==> src/rtl/axi_ost_arbiter.sv <==
// Round-robin AW/AR arbiter in front of the outstanding/deadlock tracker; stalled masters park until a response retires.
// Optional starvation priority is enabled with AXI_OST_ARB_STARVE_EN.
module axi_ost_arbiter #(
    parameter int unsigned NUM_MASTER      = 8,
    parameter int unsigned NUM_MASTER_LOG2 = (NUM_MASTER > 1) ? $clog2(NUM_MASTER) : 1,
    parameter int unsigned NUM_SLAVE_LOG2  = 3,
    parameter int unsigned W_ID            = 6,
    parameter int unsigned W_PAYLOAD       = 64,
    parameter int unsigned STARVE_LIMIT    = 15
) (
    input  logic                                 clk_i,
    input  logic                                 reset_n_i,
    input  logic [NUM_MASTER-1:0]                m_valid_i,
    output logic [NUM_MASTER-1:0]                m_ready_o,
    input  logic [NUM_MASTER*W_ID-1:0]           m_id_i,
    input  logic [NUM_MASTER*NUM_SLAVE_LOG2-1:0] m_slave_i,
    input  logic [NUM_MASTER*W_PAYLOAD-1:0]      m_payload_i,
    output logic                                 trk_valid_o,
    output logic                                 trk_accept_o,
    output logic [W_ID-1:0]                      trk_id_o,
    output logic [NUM_SLAVE_LOG2-1:0]            trk_slave_o,
    input  logic                                 ost_stall_i,
    input  logic                                 deadlock_stall_i,
    input  logic                                 rsp_retire_i,
    output logic                                 s_valid_o,
    input  logic                                 s_ready_i,
    output logic [W_ID-1:0]                      s_id_o,
    output logic [NUM_SLAVE_LOG2-1:0]            s_slave_o,
    output logic [W_PAYLOAD-1:0]                 s_payload_o,
    output logic [NUM_MASTER_LOG2-1:0]           s_master_o,
    output logic [15:0]                          stall_cnt_o,
    output logic                                 starve_o
);

    localparam logic [1:0] S_IDLE  = 2'd0;
    localparam logic [1:0] S_CHECK = 2'd1;
    localparam logic [1:0] S_ISSUE = 2'd2;
    localparam int unsigned W_CNT  = 16;

    logic [1:0]                 state, state_nxt;
    logic [NUM_MASTER_LOG2-1:0] ptr, ptr_nxt, cand, cand_nxt, rr_pick;
    logic                       rr_found;
    logic [NUM_MASTER-1:0]      blocked, blocked_nxt, elig;
    logic [W_CNT-1:0]           stall_cnt_nxt;
    logic                       stall;
    logic [W_ID-1:0]            id_arr    [NUM_MASTER];
    logic [NUM_SLAVE_LOG2-1:0]  slave_arr [NUM_MASTER];
    logic [W_PAYLOAD-1:0]       pay_arr   [NUM_MASTER];

    assign elig  = m_valid_i & ~blocked;
    assign stall = ost_stall_i | deadlock_stall_i;

    // Unpack per-master request fields.
    always_comb begin
        for (int k = 0; k < NUM_MASTER; k++) begin
            id_arr[k]    = m_id_i[k*W_ID +: W_ID];
            slave_arr[k] = m_slave_i[k*NUM_SLAVE_LOG2 +: NUM_SLAVE_LOG2];
            pay_arr[k]   = m_payload_i[k*W_PAYLOAD +: W_PAYLOAD];
        end
    end

    // First eligible master at or after ptr, wrapping.
    always_comb begin
        logic [NUM_MASTER_LOG2-1:0] idx;
        rr_found = 1'b0;
        rr_pick  = '0;
        idx      = '0;
        for (int unsigned i = 0; i < NUM_MASTER; i++) begin
            idx = NUM_MASTER_LOG2'((32'(ptr) + i) % NUM_MASTER);
            if (!rr_found && elig[idx]) begin
                rr_pick  = idx;
                rr_found = 1'b1;
            end
        end
    end

`ifdef AXI_OST_ARB_STARVE_EN
    localparam int unsigned W_RETRY = 8;

    logic [W_RETRY-1:0]         retry [NUM_MASTER];
    logic [NUM_MASTER-1:0]      starving;
    logic [NUM_MASTER_LOG2-1:0] starve_idx;
    logic                       starve_found;

    always_comb begin
        starve_idx   = '0;
        starve_found = 1'b0;
        for (int k = 0; k < NUM_MASTER; k++) begin
            starving[k] = 32'(retry[k]) >= STARVE_LIMIT;
            if (!starve_found && starving[k]) begin
                starve_idx   = NUM_MASTER_LOG2'(k);
                starve_found = 1'b1;
            end
        end
    end

    assign starve_o = |starving;

    // Retry counters: bump on each stall of the candidate, clear on its issue.
    always_ff @(posedge clk_i or negedge reset_n_i) begin
        if (!reset_n_i) begin
            for (int k = 0; k < NUM_MASTER; k++) retry[k] <= '0;
        end else if (state == S_CHECK && stall) begin
            if (retry[cand] != '1) retry[cand] <= retry[cand] + W_RETRY'(1);
        end else if (state == S_ISSUE && s_ready_i) begin
            retry[cand] <= '0;
        end
    end
`else
    assign starve_o = 1'b0;
`endif

    always_ff @(posedge clk_i or negedge reset_n_i) begin
        if (!reset_n_i) begin
            state       <= S_IDLE;
            ptr         <= '0;
            cand        <= '0;
            blocked     <= '0;
            stall_cnt_o <= '0;
        end else begin
            state       <= state_nxt;
            ptr         <= ptr_nxt;
            cand        <= cand_nxt;
            blocked     <= blocked_nxt;
            stall_cnt_o <= stall_cnt_nxt;
        end
    end

    always_comb begin
        state_nxt     = state;
        ptr_nxt       = ptr;
        cand_nxt      = cand;
        blocked_nxt   = blocked;
        stall_cnt_nxt = stall_cnt_o;
        m_ready_o     = '0;
        trk_valid_o   = 1'b0;
        trk_accept_o  = 1'b0;
        trk_id_o      = '0;
        trk_slave_o   = '0;
        s_valid_o     = 1'b0;
        s_id_o        = '0;
        s_slave_o     = '0;
        s_payload_o   = '0;
        s_master_o    = '0;

        case (state)
            S_IDLE: begin
`ifdef AXI_OST_ARB_STARVE_EN
                // A valid starved master excludes everyone else until it issues.
                if (starve_o && m_valid_i[starve_idx]) begin
                    if (!blocked[starve_idx]) begin
                        cand_nxt  = starve_idx;
                        state_nxt = S_CHECK;
                    end
                end else
`endif
                if (rr_found) begin
                    cand_nxt  = rr_pick;
                    state_nxt = S_CHECK;
                end
            end
            S_CHECK: begin
                trk_valid_o = 1'b1;
                trk_id_o    = id_arr[cand];
                trk_slave_o = slave_arr[cand];
                if (stall) begin
                    blocked_nxt[cand] = 1'b1;
                    if (stall_cnt_o != '1) stall_cnt_nxt = stall_cnt_o + W_CNT'(1);
                    state_nxt = S_IDLE;
                end else begin
                    state_nxt = S_ISSUE;
                end
            end
            S_ISSUE: begin
                trk_valid_o = 1'b1;
                trk_id_o    = id_arr[cand];
                trk_slave_o = slave_arr[cand];
                s_valid_o   = 1'b1;
                s_id_o      = id_arr[cand];
                s_slave_o   = slave_arr[cand];
                s_payload_o = pay_arr[cand];
                s_master_o  = cand;
                if (s_ready_i) begin
                    m_ready_o[cand]   = 1'b1;
                    trk_accept_o      = 1'b1;
                    blocked_nxt[cand] = 1'b0;
                    ptr_nxt   = (cand == NUM_MASTER_LOG2'(NUM_MASTER - 1)) ? '0
                                                                           : cand + NUM_MASTER_LOG2'(1);
                    state_nxt = S_IDLE;
                end
            end
            default: state_nxt = S_IDLE;
        endcase

        // A retired response may relax any stall, so every parked master gets another try.
        if (rsp_retire_i) blocked_nxt = '0;
    end

endmodule

==> config.mk <==
export PLATFORM = sky130hd
export DESIGN_NAME = axi_ost_arbiter
export DESIGN_NICKNAME = d
export VERILOG_FILES = /design/src/rtl/axi_ost_arbiter.sv
export SDC_FILE = /design/constraint.sdc
export NUM_CORES = 1
export LEC_CHECK = 0
export BUFFER_PORTS_ARGS = -buffer_cell sky130_fd_sc_hd__clkbuf_2
export CORE_AREA = 2 2 275 277
export DETAILED_ROUTE_END_ITERATION = 12
export DIE_AREA = 0 0 277 279
export HOLD_SLACK_MARGIN = 0.1
export SYNTH_ARGS = -nofsm -noshare
export SYNTH_HDL_FRONTEND = slang
export SYNTH_SLANG_ARGS = --single-unit
==> constraint.sdc <==
create_clock -name clk_i -period 5.6 [get_ports clk_i]
set_input_delay 0.28 -clock clk_i [delete_from_list [all_inputs] [get_ports clk_i]]
set_output_delay 0.28 -clock clk_i [all_outputs]
set_load 0.01 [all_outputs]
==> results.yml <==
timing:
  fmax_mhz: 263
  fin_setup_tns_ns: 0
  relSlewSlack_pct: 32.1
  maxSlewViolCount: 0
  fin_crit_ns: 3.80
  tightest_slew_ns: 1.02
  fin_crit_sh_pct: 67.8
  rsz0062_at_grt: "no"
  hold_viol: 0
  setup_viol: 0
  fin_skew_ns: 0.00234
synth:
  synth_cells: 763
  yosysTopAreaCell: "a22oi_1"
  netlist_area_um2: 5870
  synthFlopType: "dfrtp_1"
  avgSynthCellArea_um2: 7.70
  ys_types: 63
  synth_xor_area_share_pct: 2.79
  synth_common_cells: "a22oi_1 (179), clkbuf_1 (63), a221oi_1 (60)"
  yosys.area_share.simple_pct: 12.9
  synth_top_area_share_pct: 22.9
  yosysSeqAreaShare_pct: 13.6
  synthAdderAreaFrac_pct: 1.70
  synth_compound_area_share_pct: 56.1
  synth_most_common_cell: "a22oi_1"
  synthArstFlopShare_pct: 100
  yosys_warnings: 0
  synthTopCellsByArea: "a22oi_1 (23%), dfrtp_1 (14%), a221oi_1 (8.9%), a22o_1 (8.6%), a31oi_1 (6.2%)"
  synth_top_family_by_area: "compound AO/OA/AOI/OAI gates"
  syn_nets: 1369
  synth_mux_area_share_pct: 6.03
  ys_seq_elements: 32
  synth_edf_count: 0
cells_and_area:
  nFillCells: 8553
  utilization_pct: 14.5
  final_nets: 2019
  area_growth_pct: 82.4
  register_area_um2: 801
  layout-drive-gt1-share_pct: 54.2
  multi_input_area_um2: 4710
worst_setup_path:
  cp.required_ns: 5.32
  reg2regPathDepth: 8
  rr_startpoint: "ptr[0]$_DFFE_PN0P_"
  crit_type: "reg2out"
  endpoint_kind: "output pin"
  reg2reg_to: "cand[2]$_DFFE_PN0P_"
  worstPathArrival_ns: 3.52
  path_max_fanout: 32
  startpoint_type: "register"
  rrSetupSlack_ns: 2.06
routing:
  wl_per_cell_um: 27.5
  via_per_inst: 4.37
  dr_total_vias: 10500
  firstDrtPassIters: 6
  ant_nets: 0
  routed_wl_um: 65900
  drtIter0Drc: 1093
  route.detailed.drc: 0
global_route:
  grt_usage_pct: 15.9
  first_global_vias: 9811
  grt-ovfl-total: 0
  grt_pass1_wl_um: 84200
  grt_max_degree: 50
  antenna_found_initial: 42
clock_tree:
  clk_pin_slew_ns: 0.05
  cts_tree: "built"
  cts_resized: 0
  numCtsBuffers: 5
  post-cts-setup-buffer-count: 0
  clk-insertion-delay-late_ns: 0.28
  cts.sink_count: 32
  clk_path_buf_depth: 2
  htree_num_levels: 2
  clock-root-buffer: "clkbuf_16"
  postCtsHoldBufs: 0
floorplanning:
  initial_core_util_pct: 7.93
  ios: 711
  coreArea_um2: 74100
  rows: 100
  fp.dieArea_um2: 77300
  dieHeight_um: 279
  fp.dieW_um: 277
power_and_ir_drop:
  power_frac_seq_pct: 10.6
  power_density_nw_per_um2: 428
  leakagePower_nw: 4.92
  power_frac_clock_pct: 7.4
  p_int_mw: 1.95
  power_frac_comb_pct: 82.0
  ir_drop_mv: 0.262
  power_switching_mw: 2.63
  switching_share_pct: 57.4
  power_mw: 4.59
flow_run:
  maxCapViolCount: 0
run_status:
  status: "completed"
placed_design:
  numPortBuffers: 709
  gp_congestion: 0.923
  dp_hpwl_um: 56100
worst_hold_path:
  hold_path_class: "in2async"
==> cells in the final DEF, fill, tap and decap left out, types with 12 or more instances in the layout <==
cell type,instances
clkbuf_2,709
a22oi_1,179
a221oi_1,60
a31oi_1,58
a22o_1,58
nor2_1,40
dfrtp_1,32
nand2_1,28
o21ai_0,19
nor2b_1,19
inv_1,17
a21oi_1,15
buf_4,15
a41oi_1,14
diode_2,12
==> logic make-up after synthesis <==
logic type | after synthesis
compound gates | 433
simple gates | 148
buf+inv | 102
flops | 32
mux | 22
xor+xnor | 17
fa+ha+maj | 8
other cells | 1
==> through the flow <==
stage | std cells | setup WS (ns) | instance area [um2] | hold WS (ns)
4_1_cts | 2383 | 1.91 | 10700 | 0.139
6_report | 2395 | 1.80 | 10700 | 0.107
3_3_place_gp | 2375 | 2.07 | 10500 | 0.446
3_5_place_dp | 2375 | 2.11 | 10500 | 0.436
2_1_floorplan | 763 | 2.76 | 5870 | -0.0156
5_1_grt | 2389 | 1.71 | 10700 | 0.177
==> registers in the layout, indices dropped and copies added, names as in the netlist <==
register,cells
state,2
blocked,8
ptr,3
cand,3
stall_cnt_o,16
==> final cells by class <==
class                           count  area share, %
Clock inverter                      1          0.280
Multi-Input combinational cell    629           44.0
Antenna cell                       12          0.280
Sequential cell                    32           7.47
Clock buffer                        7           1.42
Timing Repair Buffer              726           34.5
Tap cell                          969           11.3
Inverter                           19          0.689
==> worst max-delay path by stage <==
stage	from	end	slack, ns	cells past startpoint
6_report	cand[0]$_DFFE_PN0P_	s_payload_o[37]	1.80	6
5_1_grt	cand[0]$_DFFE_PN0P_	s_payload_o[37]	1.71	6
4_1_cts	cand[1]$_DFFE_PN0P_	s_payload_o[61]	1.91	6
3_5_place_dp	ptr[0]$_DFFE_PN0P_	cand[2]$_DFFE_PN0P_	2.11	8
3_3_place_gp	ptr[0]$_DFFE_PN0P_	cand[2]$_DFFE_PN0P_	2.07	8
2_1_floorplan	ptr[0]$_DFFE_PN0P_	cand[2]$_DFFE_PN0P_	2.76	9
==> layer usage <==
| metal | share of wire (%) | GRT usage, % | vias to the layer above |
|---|---|---|---|
| li1 | - | - | 4527 |
| met1 | 37 | 18.2 | 4917 |
| met2 | 41 | 23.5 | 831 |
| met3 | 19 | 12.2 | 136 |
| met4 | 2.1 | 2.59 | 54 |
| met5 | 0.51 | 0 | - |
==> power groups by stage <==
stage	Sequential [mW]	Clock [mW]	Combinational, mW
floorplan	0.380	0	2.32
finish	0.488	0.338	3.76
global route	0.505	0.352	4.04
global placement	0.482	0	3.73
detailed placement	0.486	0	3.71
CTS	0.482	0.341	3.73
==> critical path, stage by stage, from the launching register on <==
cell,delay [ns]
dfrtp_1,0.73
and3_4,0.75
buf_4,0.50
buf_4,0.32
a221oi_1,0.12
a31oi_1,0.42
clkbuf_2,0.30
Note: power is estimated with default switching activity, not from simulation.
